==> config.mk <==
export PLATFORM = sky130hd
export DESIGN_NAME = slice_serial_addsub_ctrl
export DESIGN_NICKNAME = d
export VERILOG_FILES = /design/src/rtl/slice_serial_addsub_ctrl.sv
export SDC_FILE = /design/constraint.sdc
export NUM_CORES = 1
export LEC_CHECK = 0
export ABC_AREA = 1
export CAP_MARGIN = 20
export CORE_MARGIN = 8
export CORE_UTILIZATION = 50
export DETAILED_ROUTE_END_ITERATION = 16
export HOLD_SLACK_MARGIN = 0.05
export MAX_ROUTING_LAYER = met4
export PLACE_DENSITY = 0.76
export SKIP_CTS_REPAIR_TIMING = 1
export SYNTH_ARGS = -nofsm -noshare
export SYNTH_HDL_FRONTEND = slang
export SYNTH_SLANG_ARGS = --single-unit
export TNS_END_PERCENT = 5
==> constraint.sdc <==
create_clock -name clk -period 4.3 [get_ports clk]
set_clock_uncertainty 0.2 [all_clocks]
set_input_delay 1.29 -clock clk [delete_from_list [all_inputs] [get_ports clk]]
set_output_delay 1.29 -clock clk [all_outputs]
set_load 0.1 [all_outputs]
==> src/rtl/slice_serial_addsub_ctrl.sv <==
// Bit-serial-by-nibble adder/subtractor: one 4-bit ripple slice reused over NSLICE cycles,
// LSB slice first, with the inter-slice carry held in a register between cycles.

module full_adder (
   input  logic a,
   input  logic b,
   input  logic ci,
   output logic s,
   output logic co
);
   assign s  = a ^ b ^ ci;
   assign co = (a & b) | (ci & (a ^ b));
endmodule

module slice_serial_addsub_ctrl #(
   parameter int WIDTH = 16
) (
   input  logic             clk,
   input  logic             rst_n,
   input  logic             in_valid,
   output logic             in_ready,
   input  logic [WIDTH-1:0] in_a,
   input  logic [WIDTH-1:0] in_b,
   input  logic             in_sub,
   output logic             out_valid,
   input  logic             out_ready,
   output logic [WIDTH-1:0] out_res,
   output logic             out_cout,
   output logic             out_ovf
);
   localparam int NSLICE = WIDTH / 4;
   localparam int IW     = (NSLICE > 1) ? $clog2(NSLICE) : 1;

   typedef enum logic [1:0] {IDLE, RUN, DONE} state_t;
   state_t state, state_nxt;

   logic [WIDTH-1:0] a_q, b_q;
   logic             sub_q, carry;
   logic [IW-1:0]    idx;
   logic [3:0]       sa, sb, ss;
   logic [4:0]       c;
   logic             last;

   // Subtraction folds into the slice as A + ~B with the initial carry preset to 1.
   assign sa   = a_q[{idx, 2'b00} +: 4];
   assign sb   = b_q[{idx, 2'b00} +: 4] ^ {4{sub_q}};
   assign c[0] = carry;
   assign last = (idx == IW'(NSLICE - 1));

   for (genvar i = 0; i < 4; i++) begin : g_fa
      full_adder u_fa (
         .a  (sa[i]),
         .b  (sb[i]),
         .ci (c[i]),
         .s  (ss[i]),
         .co (c[i+1])
      );
   end

   always_ff @(posedge clk or negedge rst_n) begin
      if (!rst_n) state <= IDLE;
      else        state <= state_nxt;
   end

   always_comb begin
      state_nxt = state;
      case (state)
         IDLE:    if (in_valid)  state_nxt = RUN;
         RUN:     if (last)      state_nxt = DONE;
         DONE:    if (out_ready) state_nxt = IDLE;
         default:                state_nxt = IDLE;
      endcase
   end

   assign in_ready  = (state == IDLE);
   assign out_valid = (state == DONE);

   always_ff @(posedge clk or negedge rst_n) begin
      if (!rst_n) begin
         a_q      <= '0;
         b_q      <= '0;
         sub_q    <= 1'b0;
         carry    <= 1'b0;
         idx      <= '0;
         out_res  <= '0;
         out_cout <= 1'b0;
         out_ovf  <= 1'b0;
      end else if (state == IDLE && in_valid) begin
         a_q   <= in_a;
         b_q   <= in_b;
         sub_q <= in_sub;
         carry <= in_sub;
         idx   <= '0;
      end else if (state == RUN) begin
         out_res[{idx, 2'b00} +: 4] <= ss;
         carry <= c[4];
         idx   <= idx + 1'b1;
         // On the top slice c[3] is the carry into bit WIDTH-1.
         if (last) begin
            out_cout <= c[4];
            out_ovf  <= c[3] ^ c[4];
         end
      end
   end

endmodule

# --- After elaboration in Yosys (flattened, before gate mapping) ---
# Index checks and enable logic that the tools add are counted.
word_totals:
  register_bits: 56
  elab_cells: 59
  in_bits: 37
  out_inout_bits: 20
op_classes:
  addsub: 2
  muxes: 9
  n_eq_ne: 6
  n_reduce_logical: 6
  bitwise: 23
  shifts: 4
ops:
  columns: ["operator", "count"]
  rows:
  - ["$shiftx A16 B5 Y4", 2]
  - ["$bwmux W16", 1]
  - ["$shift A4 B6 Y16 const A", 1]
  - ["$shiftx A4 B6 Y16", 1]
  - ["$mux W2", 5]
  - ["$xor A1 B1 Y1", 9]
  - ["$and A1 B1 Y1", 8]
  - ["$neg A4 Y6", 1]
  - ["$pmux W2 S3", 1]
  - ["$reduce_and A3 Y1", 2]
  - ["$eq A2 B2 Y1 const B", 2]
  - ["$ne A2 B2 Y1 const B", 2]
  - ["$or A1 B1 Y1", 4]
  - ["$xor A4 B4 Y4", 1]
  - ["$add A2 B1 Y2 const B", 1]
  - ["$eq A2 B1 Y1 const B", 1]
  - ["$logic_not A2 Y1", 1]
  - ["$mux W1", 2]
  - ["$ne A2 B1 Y1 const B", 1]
  - ["$reduce_and A2 Y1", 1]
  - ["$reduce_bool A2 Y1", 1]
  - ["$logic_and A1 B1 Y1", 1]
  - ["$not A1 Y1", 1]

# --- Depth between registers and ports, before layout ---
# Gate-level depths: netlist (run 1).
logic_depth:
  word_depth: 13
  depth_mapped: 15
  depth_no_buf: 14

# --- Modules after synthesis ---
# Synthesis (run 1) repeated with hierarchy kept, for this count alone.
hier_totals:
  cells_unflattened: 339
  hier_area_um2: 2720.1
modules_own_cells:
  columns: ["mod", "area_per_inst_um2", "n_inst", "cells_each"]
  rows:
  - ["slice_serial_addsub_ctrl", 2640.0, 1, 335]
  - ["full_adder", 20.0, 4, 1]

# --- Least setup slack after synthesis (run 1) ---
# No wires, ideal clock.
synth_path:
  kind: "register to output"
  from: "register state[1]"
  to: "output port out_valid"
  required_ns: 2.810
  path_slack_ns: 1.095
  stages_incl_launch_ff: 3
  arrival_time_ns: 1.715
  cell_sequence: "dfrtp_1 inv_1 nor2_1"
synth_via:
  elab_chain_len: 1
synth_lines:
  columns: ["element", "line", "rtl"]
  rows:
  - ["start, declared", "35", "state_t state, state_nxt;"]
  - ["start signal, assigned", "62", "else state <= state_nxt;"]
  - ["$eq A2 B2 Y1", "76", "assign out_valid = (state == DONE);"]
  - ["end, declared", "25", "output logic out_valid,"]
# Every way passes these cells.

# --- Final worst setup path (run 1) ---
layout_path:
  from: "register idx[1]"
  to: "register carry"
layout_via:
  elab_chain_len: 13
  word_cells_on_any_way: 21
  cone_classes: "2 x shift; 2 x mux; 17 x bitwise"
layout_lines:
  columns: ["element", "line", "rtl"]
  rows:
  - ["start, declared", "39", "logic [IW-1:0] idx;"]
  - ["start signal, assigned", "97", "idx <= idx + 1'b1;"]
  - ["$shiftx A16 B5 Y4", "46", "assign sb = b_q[{idx, 2'b00} +: 4] ^ {4{sub_q}};"]
  - ["$xor A4 B4 Y4", "46", null]
  - ["$xor A1 B1 Y1", "12", "assign co = (a & b) | (ci & (a ^ b));"]
  - ["$and A1 B1 Y1", "12", null]
  - ["$or A1 B1 Y1", "12", null]
  - ["$and A1 B1 Y1", "12", null]
  - ["$or A1 B1 Y1", "12", null]
  - ["$and A1 B1 Y1", "12", null]
  - ["$or A1 B1 Y1", "12", null]
  - ["$and A1 B1 Y1", "12", null]
  - ["$or A1 B1 Y1 *", "12", null]
  - ["$mux W1 *", "94", "end else if (state == RUN) begin"]
  - ["$mux W1 *", "88", "end else if (state == IDLE && in_valid) begin"]
  - ["end signal, assigned", "92", "carry <= in_sub;"]
  - ["end signal, assigned", "96", "carry <= c[4];"]
  - ["end, declared", "38", "logic sub_q, carry;"]
# Every way passes the cells marked *; elsewhere a longest branch is shown, timed or not. The select of a mux whose other input is x is not followed.
# A chain may end at the register's enable or synchronous reset.

==> results of run 1 <==
kinds of logic after synthesis:
| group | count (synthesis) | share of synthesized area [%] |
|---|---|---|
| simple gates | 208 | 31.7 |
| flops | 56 | 52.5 |
| compound gates | 27 | 5.20 |
| buf+inv | 23 | 4.41 |
| fa+ha+maj | 10 | 5.81 |
| xor+xnor | 1 | 0.328 |
worst max-delay path, stage by stage, from the launching register on:
cell      delay, ns
dfrtp_1        0.59
clkinv_1       0.40
nand3_1        0.22
nand3_1        0.09
nand2_1        0.09
fa_1           0.18
inv_1          0.05
fa_1           0.38
fa_1           0.43
fa_1           0.43
or2_2          0.31
nand3_1        0.08
layout make-up:
type / instances / area [um2] / area share, %
inverters: 12 / 52.6 / 1.57
well taps: 70 / 87.6 / 2.61
clock buffers: 7 / 86.3 / 2.58
repair buffers: 58 / 566 / 16.9
flip-flops and latches: 56 / 1400 / 41.8
clock inverters: 1 / 7.51 / 0.224
multi-input cells: 246 / 1150 / 34.3
synth_stat cells:
library cell / count
nand2_1: 164
inv_2: 1
fa_1: 4
nor2_4: 1
nand2_2: 3
o21ai_1: 1
dfrtp_1: 56
o22ai_1: 1
buf_4: 4
or2_2: 1
inv_4: 1
o31ai_1: 1
nor2_1: 5
nand2_4: 1
xnor2_1: 1
clkinv_4: 1
o21ai_0: 24
inv_1: 7
ha_1: 6
clkinv_1: 2
nand3_1: 33
buf_2: 7
cell usage in the layout, fill, tap and decap left out, types with 2 or more instances in the layout:
cell type        Yosys  final
buf_4                4      4
clkbuf_8             0      6
clkdlybuf4s50_1      0     53
clkinv_1             2      2
dfrtp_1             56     56
fa_1                 4      4
ha_1                 6      6
inv_1                7      7
nand2_1            164    164
nand2_2              3      3
nand3_1             33     33
nor2_1               5      5
o21ai_0             24     24
worst min-delay path by stage:
stage	startpoint	cells after the start	slack [ns]	end
after floorplan	a_q[8]$_DFFE_PN0P_	2	0.24	a_q[8]$_DFFE_PN0P_
after global placement	a_q[4]$_DFFE_PN0P_	2	0.26	a_q[4]$_DFFE_PN0P_
after detailed placement	a_q[4]$_DFFE_PN0P_	2	0.26	a_q[4]$_DFFE_PN0P_
after CTS	a_q[4]$_DFFE_PN0P_	2	0.29	a_q[4]$_DFFE_PN0P_
after global routing	a_q[4]$_DFFE_PN0P_	2	0.31	a_q[4]$_DFFE_PN0P_
final	a_q[4]$_DFFE_PN0P_	2	0.29	a_q[4]$_DFFE_PN0P_
power groups by stage:
stage	Sequential (mW)	Clock [mW]	Combinational [mW]
floorplan	1.20	0	0.995
global placement	0.897	0	1.64
detailed placement	0.904	0	1.67
CTS	0.896	0.305	1.68
global route	0.929	0.325	1.85
finish	0.896	0.303	1.67
flip-flops by register name, indices dropped and copies added (netlist names), 2 cells and up:
signal   count
state        2
a_q         16
b_q         16
idx          2
out_res     16
per-layer routing:
| layer | vias up | GRT usage (%) | share of wire, % |
|---|---|---|---|
| li1 | 1134 | - | - |
| met1 | 1051 | 19.9 | 48 |
| met2 | 54 | 25.9 | 47 |
| met3 | 8 | 3.58 | 3.9 |
| met4 | 0 | 5.29 | 1.3 |
| met5 | - | - | 0 |
through the flow:
step | hold WS, ns | total power, mW | instances | utilization (%) | instance area, um2
floorplan | 0.244 | 2.19 | 325 | - | 2670
global placement | 0.263 | 2.54 | 442 | 63.4 | 3260
detailed placement | 0.265 | 2.58 | 442 | 63.4 | 3260
CTS | 0.291 | 2.88 | 450 | 65.2 | 3350
global route | 0.308 | 3.11 | 450 | 65.2 | 3350
finish | 0.286 | 2.86 | 450 | 65.2 | 3350
==> out/qor.txt, run 1 <==
status: finished, final reports clean
first-pass GRT wire length: 9830 um
vias: 2247
Net Count, Synth: 372
IO Pins: 57
combinational share of power: 58.2%
Syn-to-layout area delta: 25.6%
Overflow after GRT: 0
Avg Cell Area, Syn: 8.21 um2
DRT Pass-1 Iters: 5
fin crit share: 81.8%
Longest Clk Path Bufs: 2
final hold vios: 0
leakage power total: 1.63 nW
routed length per instance: 12.8 um
R2R setup slack: 0.78 ns
TNS Setup: 0 ns
die area: 7930 um2
dpl hpwl: 4400 um
post-synth top area cell: dfrtp_1
vias in the first global route: 2195
worst slew pin tran: 0.984 ns
FMAX: 284 MHz
clk_lat worst skew: 0.32 ns
# setup viols final: 0
switching power: 1.48 mW
Rows: 26
core area: 5140 um2
Final #Nets: 426
clk slew on worst S/H paths: 0.10 ns
clock power share: 10.6%
Setup crit end kind: flip-flop
Port Buf Inserts: 56
VDD IR max: 377 uV
Die X: 89.1 um
ant diodes: 0
CP Max Fanout: 13
Initial Utilization: 51.9%
pwr dens: 855 nW/um2
fin. max-slew vios: 0
Final GP Congestion: 0.877
GRT Resource Usage Total: 16.2%
Worst Setup EP: carry$_DFFE_PN0P_
share of layout cells above drive strength 1: 5.53%
internal power: 1.39 mW
largest net degree at the start of global routing: 35
register area share after synthesis: 52.5%
Crit path arrival time: 3.58 ns
switching power share of the total: 51.6%
top-area cell type share of the netlist area: 52.5%
final setup margin: 0.782 ns
aggregate routed wire length: 5770 um
sequential share of power: 31.3%
RR Endpoint: carry$_DFFE_PN0P_
initial antenna violation count: 0
post-synth cell types: 22
Synth area leaders: dfrtp_1, nand2_1, nand3_1
Worst slew margin: 34.2%
DR vias/cell: 4.99
worst r2r src: idx[1]$_DFFE_PN0P_
Setup crit start kind: flip-flop
Crit path required time: 4.36 ns
FF+latch count, synth: 56
Max Cap Violations: 0
Num CTS Buffers: 5
Post-Place Worst Slack: 0.834 ns
Gate Count Post-Synth: 325
Final min period: 3.52 ns
CP Launch Point: idx[1]$_DFFE_PN0P_
RSZ-0062 raised after global routing: false
worst-case reg-to-reg path depth: 11
post-route ant nets: 0
CP Class: reg2reg
Ys Warns: 0
DRC Markers: 0
1st-iter DRT viols: 101
Post-Syn Area: 2670 um2
CTS tree: built
Filler cells: 485
maximum level of the CTS H-tree: 2
Die Y: 89.1 um
# clock sinks: 56
root buf cell: clkbuf_8
hold crit path type: reg2reg
(Power assumes the default switching activity.)
==> inputs of run 2 (changes only) <==
==> constraint.sdc (replaced) <==
create_clock -name clk -period 3.4 [get_ports clk]
set_clock_uncertainty 0.2 [all_clocks]
set_input_delay 1.02 -clock clk [delete_from_list [all_inputs] [get_ports clk]]
set_output_delay 1.02 -clock clk [all_outputs]
set_load 0.1 [all_outputs]
==> out/qor.txt, run 2 (same netlist as run 1, synthesis figures left out) <==
status: finished, final reports clean
dpl hpwl: 4430 um (+0.69%)
# clock sinks: 56 (unchanged)
first-pass GRT wire length: 10200 um (+3.7%)
CTS tree: built
GRT Resource Usage Total: 16.9% (+0.70 points)
max incr delay on CP: 0.43 ns (-0.16 ns)
die area: 7930 um2 (unchanged)
share of layout cells above drive strength 1: 11.0% (+5.5 points)
root buf cell: clkbuf_8
Rows: 26 (unchanged)
Longest Clk Path Bufs: 2 (unchanged)
TNS Setup: 0 ns (unchanged)
Port Buf Inserts: 56 (unchanged)
DRC Markers: 0 (unchanged)
leakage power total: 1.69 nW (+3.5%)
pwr dens: 1100 nW/um2 (+29%)
Num CTS Buffers: 5 (unchanged)
Die X: 89.1 um (unchanged)
CP Class: reg2reg
RSZ-0062 raised after global routing: false
post-route ant nets: 0 (unchanged)
Final min period: 3.14 ns (-0.376 ns)
clk_lat worst skew: 0.31 ns (about the same)
initial antenna violation count: 0 (unchanged)
worst slew pin tran: 0.685 ns (-0.299 ns)
clk slew on worst S/H paths: 0.09 ns (about the same)
Final GP Congestion: 0.823 (-6.2%)
Final #Nets: 429 (+0.70%)
IO Pins: 57 (unchanged)
aggregate routed wire length: 5900 um (+2.2%)
Worst slew margin: 54.3% (+20 points)
most frequent cells in the layout: nand2_1, dfrtp_1, clkdlybuf4s50_1
largest net degree at the start of global routing: 57 (+63%)
1st-iter DRT viols: 90 (-11%)
Max Cap Violations: 0 (unchanged)
final hold vios: 0 (unchanged)
routed length per instance: 13.0 um (+1.7%)
Overflow after GRT: 0 (unchanged)
maximum level of the CTS H-tree: 2 (unchanged)
Crit path arrival time: 3.19 ns (-0.39 ns)
Syn-to-layout area delta: 25.3%
critical path, cell by cell: clkinv_1 > nand3_1 > nand3_1 > nand2_1 > fa_1 > inv_1 > fa_1 > fa_1 > fa_1 > or2_2 > nand3_1
Die Y: 89.1 um (unchanged)
CP Max Fanout: 11 (-2)
vias in the first global route: 2187 (-0.36%)
# setup viols final: 0 (unchanged)
fin crit share: 92.4% (+11 points)
FMAX: 318 MHz (+12%)
placed insts: 445 (+0.68%)
hold crit path type: reg2reg
critical path's most frequent cell: fa_1
biggest regs: a_q: 16 flops, b_q: 16 flops, out_res: 16 flops
slowest library cell on the worst path: fa_1
ant diodes: 0 (unchanged)
DRT Pass-1 Iters: 5 (unchanged)
VDD IR max: 486 uV (+29%)
commonest non-fill, non-tap cell in the layout: nand2_1
Initial Utilization: 51.9% (unchanged)
non-filler cells, final: 452 (+0.44%)
Setup crit start kind: flip-flop
vias: 2206 (-1.8%)
fin. max-slew vios: 0 (unchanged)
DR vias/cell: 4.88 (-2.3%)
core area: 5140 um2 (unchanged)
Setup crit end kind: flip-flop
Crit path required time: 3.44 ns (-0.92 ns)
run 2: cell count changes in the layout (fill, tap and decap cells not counted), sizes merged:
| cell | before | now |
|---|---|---|
| clkdlybuf4s50 | 53 | 35 |
| buf | 5 | 26 |
| clkinvlp | 1 | 0 |
run 2: final timing paths:
| check | startpoint | endpoint | slack, ns | depth (start not counted) |
|---|---|---|---|---|
| worst max register to register | idx[1]$_DFFE_PN0P_ | carry$_DFFE_PN0P_ | 0.26 | 11 |
| worst min register to register | a_q[2]$_DFFE_PN0P_ | a_q[2]$_DFFE_PN0P_ | 0.29 | 2 |
| min in group asynchronous | rst_n | out_res[13]$_DFFE_PN0P_ | 0.64 | 2 |
| max in group asynchronous | rst_n | out_res[11]$_DFFE_PN0P_ | 1.92 | 2 |
| worst max-delay path | idx[1]$_DFFE_PN0P_ | carry$_DFFE_PN0P_ | 0.26 | 11 |
| worst min-delay path | a_q[2]$_DFFE_PN0P_ | a_q[2]$_DFFE_PN0P_ | 0.29 | 2 |
run 2: routing by layer:
metal,up-vias,track usage (%),routed length [um]
met4,0,5.14,87
met3,10,3.40,308
met2,57,25.7,2730
met1,1002,22.2,2770
li1,1137,-,-
met5,-,-,0
run 2: report_power, final:
part	internal (mW)	leakage [nW]	total [mW]	switching (mW)
registers	0.942	0.716	1.12	0.180
logic	0.654	0.919	2.17	1.52
clock network	0.182	0.0503	0.384	0.202
run 2: area by class of cell:
class	count	area (um2)
fill	482	1800
sequential	56	1400
multi-input combinational	246	1150
timing repair buffer	61	556
clock buffer	7	96.3
tap	70	87.6
inverter	12	52.6
run 2: critical path: cells and delay by family, from the launching register on:
| kind | cells | cell delay (ns) |
|---|---|---|
| adder cells (fa/ha/maj) | 4 | 1.41 |
| buffers and inverters | 2 | 0.32 |
| AND/OR/NAND/NOR | 5 | 0.79 |
| flip-flops | 1 | 0.36 |
run 2: stage by stage:
stage,hold slack [ns],power (mW),worst slack [ns],utilization [%],cell area (um2)
after floorplan,0.244,2.77,0.341,-,2670
after global placement,0.266,3.28,0.357,63.2,3250
after detailed placement,0.267,3.31,0.271,63.2,3250
after CTS,0.291,3.69,0.242,65.0,3340
after global routing,0.315,4.00,0.0245,65.0,3340
final,0.289,3.68,0.259,65.0,3340
==> edit, RTL diff (settings of run 1) <==
The parameter `WIDTH` goes from 16 to 8.
--- a/src/rtl/slice_serial_addsub_ctrl.sv
+++ b/src/rtl/slice_serial_addsub_ctrl.sv
@@ -15,3 +15,3 @@
 module slice_serial_addsub_ctrl #(
-   parameter int WIDTH = 16
+   parameter int WIDTH = 8
 ) (
Ports: changed (resized in_a, in_b and out_res); port bits go from 57 to 33. No check against the original RTL was run, so the function may have changed too.
==> edit against run 1 <==
Setup slack gained 190 ps; final cell count shrank 45%; wire length shrank 45%; count of clock-buffer cells in the layout shrank 1; sequential cell count shrank 25; synthesized area shrank 44%; design area shrank 44%.
Power is left out: the tool's default activity adds up to more than one toggle a clock period on the data nets, which glitch-free logic cannot reach.
==> edit: results (changes against run 1) <==
- Status: finished clean
- Commonest cells post-synth: 98 x nand2_1, 31 x dfrtp_1, 22 x nand3_1
- Reg2reg setup slack: 1170 ps (+390 ps)
- Post-DP HPWL: 2510 um (-43%)
- Top Registers: a_q (8), b_q (8), out_res (8)
- Relative slew slack: 34.0% (-0.20 points)
- Drt pass-1 iters: 4 (-1)
- Ant. Diodes: 0 (unchanged)
- Clock Path Buffers: 2 (unchanged)
- Compound-Gate Fraction of Synth Area: 0.840% (-4.4 points)
- Num CTS Buffers: 5 (unchanged)
- Vias post-DR: 1276 (-43%)
- Cells on Worst Hold Path: 2 (unchanged)
- Hold crit path type: register to register
- Min-Delay Endpoint: a_q[4]$_DFFE_PN0P_
- CTS clk-pin slew, worst paths: 80 ps (-20 ps)
- Layout net count: 241 (-43%)
- Seq/Total Area, Yosys: 52.1% (-0.45 points)
- CTS H-tree lvls: 2 (unchanged)
- CP arrival: 1840 ps (-1740 ps)
- Critical R2R Launch: idx$_DFFE_PN0P_
- Crit Reg-Reg Endpoint: out_ovf$_DFFE_PN0P_
- CP Max Fanout: 2 (-11)
- Adder-Cell Fraction of Synth Area: 5.37% (-0.44 points)
- Family with the most delay on the worst path: buffers and inverters
- PortBufs: 32 (-43%)
- Synth top area cells: dfrtp_1 52%, nand2_1 25%, nand3_1 7.4%
- GRT Util Overall: 14.6% (-1.6 points)
- Slowest-stage cell, CP: clkdlybuf4s50_1
- Yosys warning total: 0 (unchanged)
- Initial drt markers: 56 (-45%)
- Ys flop type: dfrtp_1
- Largest net degree at the start of global routing: 32 (-8.6%)
- Syn nets: 206 (-45%)
- Root Buffer: clkbuf_4
- Reg2reg path depth: 14 (+3)
- Synth async-reset ratio: 100% (unchanged)
- Xor/xnor share of the synthesized area: 0% (-0.33 points)
- Final WL: 3180 um (-45%)
- Worst hold start: a_q[4]$_DFFE_PN0P_
- Initial antenna violation count: 0 (unchanged)
- Clk Latency, worst-skew pair: 330 ps
- Yosys cell types: 15 (-32%)
- Share of layout cells above drive strength 1: 5.58% (+0.055 points)
- Crit-path max cell delay: 1140 ps (+550 ps)
- First-pass GRT wire length: 5670 um (-42%)
- Fillers: 241 (-50%)
- Mux contribution to synthesized area: 2.02% (+2.0 points)
- Gpl congestion: 0.947 (+7.9%)
- Placed Area: 0.00182 mm^2 (-44%)
[edit: per-stage QoR]
step | utilization, % | std cells | hold WS [ps] | setup slack, ps
finish | 63.1 | 248 | 276 | 975
global route | 63.1 | 248 | 297 | 909
CTS | 63.1 | 248 | 280 | 961
detailed placement | 61.7 | 242 | 260 | 1190
global placement | 61.7 | 242 | 256 | 1340
floorplan | - | 181 | 241 | 1070
[edit: kinds of logic after synthesis]
logic type | after synthesis
flip-flops | 31
AO/OA/AOI/OAI | 2
buffers and inverters | 15
AND/OR/NAND/NOR | 126
adder cells (fa/ha/maj) | 4
multiplexers | 3
[edit: how the worst max path moves through the flow]
| stage | from | to |
|---|---|---|
| after floorplan | state[1]$_DFFE_PN0P_ | out_valid |
| after global placement | out_res[3]$_DFFE_PN0P_ | out_res[3] |
| after detailed placement | idx$_DFFE_PN0P_ | out_ovf$_DFFE_PN0P_ |
| after CTS | out_res[7]$_DFFE_PN0P_ | out_res[7] |
| after global routing | idx$_DFFE_PN0P_ | out_ovf$_DFFE_PN0P_ |
| final | out_res[7]$_DFFE_PN0P_ | out_res[7] |
[edit: per-layer routing]
metal	routed length, um	track usage [%]
met4	78	7.85
met1	1410	15.3
met2	1530	24.4
met3	167	3.95
met5	0	-
[edit: cell type report]
| class | count | area (um^2) | share of cell area (%) |
|---|---|---|---|
| clock buffer | 6 | 41.3 | 2.22 |
| inverter | 10 | 37.5 | 2.02 |
| multi-input combinational | 135 | 643 | 34.5 |
| sequential | 31 | 776 | 41.7 |
| tap | 33 | 41.3 | 2.22 |
| timing repair buffer | 33 | 323 | 17.3 |
